<file path="src/rtl/pipe_skid_stage.sv">
// Two-entry registered valid/ready stage with flush.
// i_ready depends only on state, so o_ready never reaches it combinationally.
module pipe_skid_stage #(
   parameter int DATA_WIDTH = 32
) (
   input  logic                  clk,
   input  logic                  rst_n,
   input  logic                  flush,
   input  logic                  i_valid,
   output logic                  i_ready,
   input  logic [DATA_WIDTH-1:0] i_data,
   output logic                  o_valid,
   input  logic                  o_ready,
   output logic [DATA_WIDTH-1:0] o_data,
   output logic [1:0]            count
);

   typedef enum logic [1:0] {
      EMPTY = 2'd0,
      BUSY  = 2'd1,
      FULL  = 2'd2
   } state_t;

   state_t                state;
   logic [DATA_WIDTH-1:0] main_q;
   logic [DATA_WIDTH-1:0] skid_q;
   logic                  i_fire;
   logic                  o_fire;

   assign i_ready = (state != FULL);
   assign o_valid = (state != EMPTY);
   assign o_data  = main_q;
   assign i_fire  = i_valid & i_ready;
   assign o_fire  = o_valid & o_ready;

   always_comb begin
      count = 2'd0;
      case (state)
         BUSY:    count = 2'd1;
         FULL:    count = 2'd2;
         default: count = 2'd0;
      endcase
   end

   always_ff @(posedge clk) begin
      if (!rst_n) begin
         state  <= EMPTY;
         main_q <= '0;
         skid_q <= '0;
      end else if (flush) begin
         state <= EMPTY;
      end else begin
         case (state)
            EMPTY: begin
               if (i_fire) begin
                  main_q <= i_data;
                  state  <= BUSY;
               end
            end
            BUSY: begin
               if (i_fire && o_fire) begin
                  main_q <= i_data;
               end else if (i_fire) begin
                  skid_q <= i_data;
                  state  <= FULL;
               end else if (o_fire) begin
                  state <= EMPTY;
               end
            end
            FULL: begin
               if (o_fire) begin
                  main_q <= skid_q;
                  state  <= BUSY;
               end
            end
            // 2'b11 is unreachable; fall back to empty
            default: state <= EMPTY;
         endcase
      end
   end

endmodule
</file>
<file path="config.mk">
export PLATFORM = sky130hd
export DESIGN_NAME = pipe_skid_stage
export DESIGN_NICKNAME = d
export VERILOG_FILES = /design/src/rtl/pipe_skid_stage.sv
export SDC_FILE = /design/constraint.sdc
export NUM_CORES = 1
export LEC_CHECK = 0
export ABC_AREA = 1
export ABC_CLOCK_PERIOD_IN_PS = 2650
export BUFFER_PORTS_ARGS = -buffer_cell sky130_fd_sc_hd__buf_2
export CAP_MARGIN = 0
export CELL_PAD_IN_SITES_DETAIL_PLACEMENT = 0
export CELL_PAD_IN_SITES_GLOBAL_PLACEMENT = 2
export CORE_UTILIZATION = 30
export DETAILED_ROUTE_END_ITERATION = 10
export GPL_TIMING_DRIVEN = 0
export PLACE_DENSITY_LB_ADDON = 0.1
export SYNTH_ARGS = -nofsm -noshare
export SYNTH_HDL_FRONTEND = slang
export SYNTH_SLANG_ARGS = --single-unit
export TNS_END_PERCENT = 1
</file>
<file path="constraint.sdc">
create_clock -name clk -period 2.65 [get_ports clk]
set_clock_uncertainty 0.05 [all_clocks]
set_input_delay 0.53 -clock clk [delete_from_list [all_inputs] [get_ports clk]]
set_output_delay 0.53 -clock clk [all_outputs]
set_load 0.01 [all_outputs]
</file>
==> results of run 1 <==
==> power by group <==
| part | switching (mW) | internal [mW] | total (mW) |
|---|---|---|---|
| logic | 0.173 | 0.113 | 0.286 |
| registers | 0.0214 | 1.04 | 1.06 |
| clock network | 0.396 | 0.553 | 0.949 |
| total | 0.591 | 1.70 | 2.30 |
==> per-layer routing <==
| layer | wire length, um | up-vias | global-route usage |
|---|---|---|---|
| li1 | - | 1590 | - |
| met1 | 4180 | 1219 | 0.224 |
| met2 | 3560 | 53 | 0.268 |
| met3 | 384 | 9 | 0.0332 |
| met4 | 87 | 0 | 0.0650 |
| met5 | 0 | - | 0 |
==> cell usage after synthesis <==
cell / instances / area (um^2)
a211oi_1: 1 / 7.51
a21boi_0: 1 / 7.51
buf_1: 2 / 7.51
buf_2: 5 / 25.0
buf_4: 3 / 22.5
buf_6: 9 / 101
clkbuf_1: 6 / 22.5
clkbuf_2: 3 / 15.0
dfxtp_1: 66 / 1320
inv_1: 33 / 124
inv_2: 3 / 11.3
nand2_1: 164 / 616
nand2_2: 4 / 25.0
nand2_4: 1 / 11.3
nand3_4: 1 / 17.5
nor2_1: 99 / 372
nor2_4: 2 / 22.5
nor3_1: 33 / 165
o21ai_0: 24 / 120
o21ai_1: 8 / 40.0
==> stage by stage <==
stage / area, um^2 / power (mW) / cells / setup WS [ps] / utilization
final: 3790 / 2.30 / 688 / 632 / 0.386
after global routing: 3790 / 2.42 / 688 / 523 / 0.386
after CTS: 3790 / 2.33 / 688 / 605 / 0.386
after detailed placement: 3580 / 1.37 / 672 / 872 / 0.364
after global placement: 3580 / 1.37 / 672 / 876 / 0.364
after floorplan: 3050 / 1.26 / 468 / 1270 / -
==> layout by cell type (no fill, tap or decap), drive strengths merged <==
cell type	instances
nor3	33
a21boi	1
nand3	1
dfxtp	66
a211oi	1
o21ai	32
inv	36
clkinvlp	1
bufinv	2
nor2	101
nand2	169
clkinv	2
clkbuf	20
buf	90
==> flip-flops by register name (all words and copies together) (netlist names) <==
signal,cells
skid_q,32
o_data,32
state,2
==> area by class of cell <==
type,count,area [um^2]
clock inverter,5,77.6
sequential,66,1320
fill,1113,6020
timing repair buffer,71,355
tap,133,166
multi-input combinational,338,1400
inverter,36,135
buffer,28,194
clock buffer,11,141
==> worst max-delay path: cells and delay by family, from the launching register on <==
family	cells	cell delay [ps]
flops	1	420
buf+inv	4	510
simple gates	1	170
==> cell families after synthesis <==
| logic type | count (synthesis) | synth area share |
|---|---|---|
| flops | 66 | 0.433 |
| buf+inv | 64 | 0.108 |
| compound gates | 34 | 0.0574 |
| simple gates | 304 | 0.402 |
==> worst max-delay path by stage <==
stage	to	slack, ps
after floorplan	count[1]	1270
after global placement	o_data[26]$_SDFFE_PN0P_	880
after CTS	count[1]	610
after global routing	count[1]	520
after detailed placement	skid_q[24]$_SDFFE_PN0P_	870
final	count[1]	630
==> results.json, run 1 <==
{
  "clock.fmax_mhz": 496,
  "yosys_warnings": 0,
  "status": "finished, final reports clean",
  "synth_area_um2": 3050,
  "r2r_cells": 8,
  "hold_viol": 0,
  "powerDensity_nw_per_um2": 605,
  "clock_sinks": 66,
  "min_path_type": "in -> reg",
  "grt_max_degree": 12,
  "die_h_um": 103,
  "wl_per_cell_um": 11.9,
  "cap_violations": 0,
  "tritoncts": "done",
  "clkTransAtPathRegs_ps": 70,
  "p_leak_nw": 2.00,
  "die_area_um2": 10600,
  "grt_antenna_before_repair": 0,
  "crit_path_start_kind": "flop",
  "drt_pass1_iterations": 4,
  "hp-start": "o_ready",
  "fin_hold_ws_ps": 333,
  "cts_buffers": 9,
  "grt.total_usage": 0.168,
  "ios": 73,
  "final_max_slew_viol_count": 0,
  "drc": 0,
  "vias": 2871,
  "drive_gt1_frac": 0.211,
  "grt_pass1_vias": 2639,
  "path_max_fanout": 10,
  "endpoint_kind": "primary output",
  "place_hpwl_mm": 5.67,
  "hold_path_depth": 2,
  "synth-seq-area-share": 0.433,
  "min_period_over_period": 0.761,
  "hold_buffers": 0,
  "cp_cell_sequence": "inv_2, nand2_2, inv_2, buf_6, buf_2",
  "crit_path_start": "state[0]$_SDFFE_PP0P_",
  "htreeDepth": 3,
  "antenna_left": 0,
  "post_synth.cell_area_avg_um2": 6.53,
  "timing.setup.tns_ps": 0,
  "synth_nets": 505,
  "synth_cells": 468,
  "port_buffers": 71,
  "rr_endpoint": "o_data[14]$_SDFFE_PN0P_",
  "rows": 36,
  "min_to": "state[1]$_SDFFE_PP0P_",
  "drtIter0Drc": 74,
  "viasPerCell": 4.17,
  "cts_root_buf": "clkbuf_8",
  "crit_arrival_ps": 1440,
  "coreArea_um2": 9820,
  "ys_ff_latch": 66,
  "cts_setup_buffers": 0,
  "syn_to_final_growth_pct": 24.3,
  "grt_pass1_wl_mm": 13.2,
  "rsz0062_at_grt": "no",
  "drt_wl_total_mm": 8.21,
  "cpMaxStageDelayCell": "dfxtp_1",
  "cp_data_required_time_ps": 2070,
  "gr-total-overflow": 0,
  "clk_path_buf_depth": 2,
  "crit_type": "reg -> out",
  "relSlewSlack": 0.671,
  "max-vdd-ir-drop_mv": 0.263,
  "nets": 587,
  "gp_congestion": 0.745,
  "cpPeakStageDelay_ps": 420,
  "regToRegStartpoint": "state[0]$_SDFFE_PP0P_",
  "antennaDiodeCount": 0,
  "period_minus_slack_ps": 2020,
  "initial_utilization": 0.311,
  "setup_viol": 0,
  "cts_resized": 0,
  "crit_path_frequent_cell": "inv_2",
  "tightest_slew_ps": 493,
  "worst-r2r-setup-slack_ps": 1230,
  "worst_skew_pair.late_latency_ps": 340,
  "fp.dieW_um": 103,
  "synthDistinctLibCells": 20
}
Power figures use the tool's default switching activity.
==> inputs of run 2 (changes only) <==
--- a/config.mk
+++ b/config.mk
@@ -6,12 +6,12 @@
 export NUM_CORES = 1
 export LEC_CHECK = 0
 export ABC_AREA = 1
-export ABC_CLOCK_PERIOD_IN_PS = 2650
+export ABC_CLOCK_PERIOD_IN_PS = 1600
 export BUFFER_PORTS_ARGS = -buffer_cell sky130_fd_sc_hd__buf_2
 export CAP_MARGIN = 0
 export CELL_PAD_IN_SITES_DETAIL_PLACEMENT = 0
 export CELL_PAD_IN_SITES_GLOBAL_PLACEMENT = 2
-export CORE_UTILIZATION = 30
+export CORE_UTILIZATION = 25
 export DETAILED_ROUTE_END_ITERATION = 10
 export GPL_TIMING_DRIVEN = 0
 export PLACE_DENSITY_LB_ADDON = 0.1
==> constraint.sdc (replaced) <==
create_clock -name clk -period 1.6 [get_ports clk]
set_clock_uncertainty 0.05 [all_clocks]
set_input_delay 0.32 -clock clk [delete_from_list [all_inputs] [get_ports clk]]
set_output_delay 0.32 -clock clk [all_outputs]
set_load 0.01 [all_outputs]
==> results.json, run 2 (synthesis gave the netlist of run 1 again) <==
{
  "status": "finished, final reports clean",
  "vias": 2917,
  "rows": 40,
  "ff_latch_area_um2": 1330,
  "ios": 73,
  "cap_violations": 0,
  "coreArea_um2": 12000,
  "worst-r2r-setup-slack_ps": 240,
  "tritoncts": "done",
  "gr-total-overflow": 0,
  "final_cell_mix": "nand2_1, nor2_1, buf_2",
  "relSlewSlack": 0.622,
  "max-vdd-ir-drop_mv": 0.435,
  "crit_type": "reg -> out",
  "grt_antenna_before_repair": 0,
  "drt_wl_total_mm": 8.86,
  "dr.max_layer_used": "met4",
  "worst_skew_pair.late_latency_ps": 320,
  "m1WireLength_mm": 4.65,
  "die_area_um2": 12700,
  "hold_path_depth": 2,
  "grt_pass1_vias": 2707,
  "cp_data_required_time_ps": 1230,
  "port_buffers": 71,
  "clock.fmax_mhz": 657,
  "die_h_um": 113,
  "crit_arrival_ps": 1150,
  "antennaDiodeCount": 0,
  "fin_hold_ws_ps": 146,
  "nets": 586,
  "path_max_fanout": 10,
  "min_period_over_period": 0.952,
  "drt_pass1_iterations": 4,
  "cts_setup_buffers": 0,
  "place_hpwl_mm": 5.99,
  "tightest_slew_ps": 568,
  "hold_viol": 0,
  "clock_sinks": 66,
  "multiInputGateArea_um2": 1420,
  "fp.dieW_um": 113,
  "rsz0062_at_grt": "no",
  "endpoint_kind": "primary output",
  "syn_to_final_growth_pct": 28.3,
  "grt_max_degree": 16,
  "crit_path_start_kind": "flop",
  "drive_gt1_frac": 0.213,
  "cpPeakStageDelay_ps": 380,
  "r2r_cells": 7,
  "cts_buffers": 9,
  "power_mw": 4.25,
  "clk_path_buf_depth": 2,
  "clkTransAtPathRegs_ps": 50,
  "period_minus_slack_ps": 1520,
  "p_leak_nw": 2.03,
  "postPlaceCellArea_um2": 3590,
  "min_path_type": "in -> reg",
  "drc": 0,
  "final_common_cell": "nand2_1",
  "cpMaxStageDelayCell": "dfxtp_4",
  "final_max_slew_viol_count": 0,
  "wl_met3_um": 355,
  "htreeDepth": 3,
  "wl_met2_mm": 3.75,
  "gp_congestion": 0.686,
  "grt.total_usage": 0.147,
  "drtIter0Drc": 153,
  "viasPerCell": 4.16,
  "hold_buffers": 0,
  "final_area_um2": 3920,
  "setup_viol": 0,
  "initial_utilization": 0.255,
  "nFillCells": 1338,
  "antenna_left": 0,
  "wl_per_cell_um": 12.6,
  "powerDensity_nw_per_um2": 1090,
  "grt_pass1_wl_mm": 14.4,
  "timing.setup.tns_ps": 0,
  "cp_cell_sequence": "inv_4, nand2_8, buf_6, buf_2",
  "cts_root_buf": "clkbuf_16"
}
-- run 2: what timing repair did --
action,in CTS,in global routing
gates resized for setup,5,4
setup endpoints to repair,2,2
endpoints found under the hold margin,0,0
-- run 2: per-stage QoR --
step | std cells | utilization | setup WS [ps]
global placement | 686 | 0.300 | -8.76
finish | 701 | 0.328 | 77.2
global route | 701 | 0.328 | 10.5
floorplan | 468 | - | 411
CTS | 701 | 0.326 | -20.3
detailed placement | 686 | 0.300 | -46.3
-- run 2: layout make-up --
| cell class | instances | share of cell area |
|---|---|---|
| multi-input cells | 338 | 0.362 |
| flip-flops and latches | 66 | 0.338 |
| repair buffers | 71 | 0.0907 |
| clock buffers | 12 | 0.0655 |
| plain buffers | 27 | 0.0476 |
| well taps | 147 | 0.0469 |
| inverters | 36 | 0.0364 |
| clock inverters | 4 | 0.0128 |
-- run 2: power by group --
part / internal [mW] / total (mW) / switching (mW)
sequential: 1.72 / 1.76 / 0.0366
combinational: 0.188 / 0.483 / 0.295
clock: 1.29 / 2.01 / 0.722
-- run 2: worst paths after layout --
check | startpoint | end
max | state[0]$_SDFFE_PP0P_ | i_ready
min | o_ready | state[1]$_SDFFE_PP0P_
max reg2reg | state[1]$_SDFFE_PP0P_ | o_data[26]$_SDFFE_PN0P_
min reg2reg | skid_q[15]$_SDFFE_PN0P_ | skid_q[15]$_SDFFE_PN0P_
-- run 2: metal layers --
layer	up-vias	track usage
li1	1587	-
met1	1251	0.210
met2	68	0.223
met3	11	0.0254
met4	0	0.0507
met5	-	0
-- run 2: critical path: cells and delay by family (launching register included) --
kind / cells / cell delay [ps]
buffers and inverters: 3 / 360
AND/OR/NAND/NOR: 1 / 90
flip-flops: 1 / 380
==> inputs of run 3 (changes only) <==
--- a/config.mk
+++ b/config.mk
@@ -14,7 +14,7 @@
 export CORE_UTILIZATION = 25
 export DETAILED_ROUTE_END_ITERATION = 10
 export GPL_TIMING_DRIVEN = 0
-export PLACE_DENSITY_LB_ADDON = 0.1
+export PLACE_DENSITY = 0.86
 export SYNTH_ARGS = -nofsm -noshare
 export SYNTH_HDL_FRONTEND = slang
 export SYNTH_SLANG_ARGS = --single-unit
==> results.json, run 3 (synthesis gave the netlist of run 1 again) <==
{
  "status": "finished, final reports clean",
  "crit_arrival_ps": 1160,
  "gp_congestion": 0.772,
  "cts_buffers": 9,
  "drt_pass1_iterations": 4,
  "clock_sinks": 66,
  "nets": 588,
  "final_max_slew_viol_count": 0,
  "die_h_um": 113,
  "coreArea_um2": 12000,
  "worst_skew_pair.late_latency_ps": 330,
  "tightest_slew_ps": 544,
  "grt_pass1_wl_mm": 13.6,
  "path_max_fanout": 10,
  "grt_max_degree": 16,
  "rows": 40,
  "grt.total_usage": 0.140,
  "rsz0062_at_grt": "no",
  "drc": 0,
  "grt_pass1_vias": 2776,
  "tritoncts": "done",
  "wl_per_cell_um": 11.8,
  "clock.fmax_mhz": 655,
  "power_mw": 4.35,
  "cap_violations": 0,
  "fp.dieW_um": 113,
  "timing.setup.tns_ps": 0,
  "die_area_um2": 12700,
  "initial_utilization": 0.255,
  "htreeDepth": 3,
  "crit_type": "reg -> out",
  "cpMaxStageDelayCell": "dfxtp_4",
  "gr-total-overflow": 0,
  "period_minus_slack_ps": 1530,
  "final_common_cell": "nand2_1",
  "vias": 2936,
  "clk_path_buf_depth": 2,
  "antenna_left": 0,
  "cp_data_required_time_ps": 1230,
  "cts_root_buf": "clkbuf_16",
  "cp_cell_sequence": "inv_2, nand2_4, buf_6, buf_2",
  "fin_hold_ws_ps": 141,
  "syn_to_final_growth_pct": 28.9,
  "min_period_over_period": 0.955,
  "min_path_type": "in -> reg",
  "drt_wl_total_mm": 8.32,
  "drtIter0Drc": 134,
  "viasPerCell": 4.18,
  "endpoint_kind": "primary output",
  "max-vdd-ir-drop_mv": 0.510,
  "antennaDiodeCount": 0,
  "place_hpwl_mm": 5.88,
  "relSlewSlack": 0.637,
  "final_cell_mix": "nand2_1, nor2_1, buf_2",
  "port_buffers": 71,
  "grt_antenna_before_repair": 0,
  "ios": 73,
  "powerDensity_nw_per_um2": 1110,
  "hold_viol": 0,
  "crit_path_start_kind": "flop",
  "clkTransAtPathRegs_ps": 50,
  "p_leak_nw": 2.05,
  "drive_gt1_frac": 0.216,
  "setup_viol": 0,
  "cpPeakStageDelay_ps": 370
}
run 3: changes by cell type in the layout (fill, tap and decap cells not counted):
cell        change
buf_4           +2
bufinv_16       +1
clkbuf_8        -1
clkinv_2        +1
clkinvlp_4      -1
inv_2           +1
inv_4           -1
nand2_4         +1
nand2_8         -1
run 3: through the flow:
| stage | area (um^2) | instances | util | setup slack [ps] |
|---|---|---|---|---|
| floorplan | 3050 | 468 | - | 411 |
| finish | 3940 | 703 | 0.329 | 72.7 |
| global placement | 3590 | 686 | 0.300 | 94.5 |
| global route | 3940 | 703 | 0.329 | 9.73 |
| detailed placement | 3590 | 686 | 0.300 | 52.7 |
| CTS | 3930 | 703 | 0.329 | 34.4 |
run 3: metal layers:
metal | track usage | vias up | part of all wire
li1 | - | 1588 | -
met1 | 0.181 | 1272 | 0.49
met2 | 0.219 | 71 | 0.44
met3 | 0.0464 | 5 | 0.055
met4 | 0.0453 | 0 | 0.0084
met5 | 0 | - | 0
run 3: what timing repair did:
action / 4_1_cts / 5_1_grt
setup endpoints to repair: 2 / 1
resized for setup: 6 / 1
buffers inserted: 2 / 0
hold buffers: 0 / 0
pin swaps: 1 / 0
run 3: final timing paths:
| kind | startpoint | endpoint | slack [ps] | cells after the start |
|---|---|---|---|---|
| min reg2reg | skid_q[14]$_SDFFE_PN0P_ | skid_q[14]$_SDFFE_PN0P_ | 450 | 2 |
| max reg2reg | state[1]$_SDFFE_PP0P_ | o_data[24]$_SDFFE_PN0P_ | 280 | 7 |
| min | o_ready | state[1]$_SDFFE_PP0P_ | 140 | 2 |
| max | state[0]$_SDFFE_PP0P_ | i_ready | 70 | 4 |
run 3: worst max-delay path: cells and delay by family (launching register included):
family | cells | cell delay (ps)
AND/OR/NAND/NOR | 1 | 110
buffers and inverters | 3 | 350
flip-flops | 1 | 370
run 3: where the power goes:
group	switching [mW]	total (mW)	internal, mW
clock network	0.712	2.11	1.40
registers	0.0366	1.76	1.72
logic	0.290	0.478	0.188
total	1.04	4.35	3.31
run 3: final cells by class:
type | count | area, um^2
fill | 1318 | 8030
buffer | 27 | 186
timing repair buffer | 73 | 370
tap | 147 | 184
inverter | 36 | 140
multi-input combinational | 338 | 1410
clock buffer | 11 | 243
sequential | 66 | 1330
clock inverter | 5 | 77.6
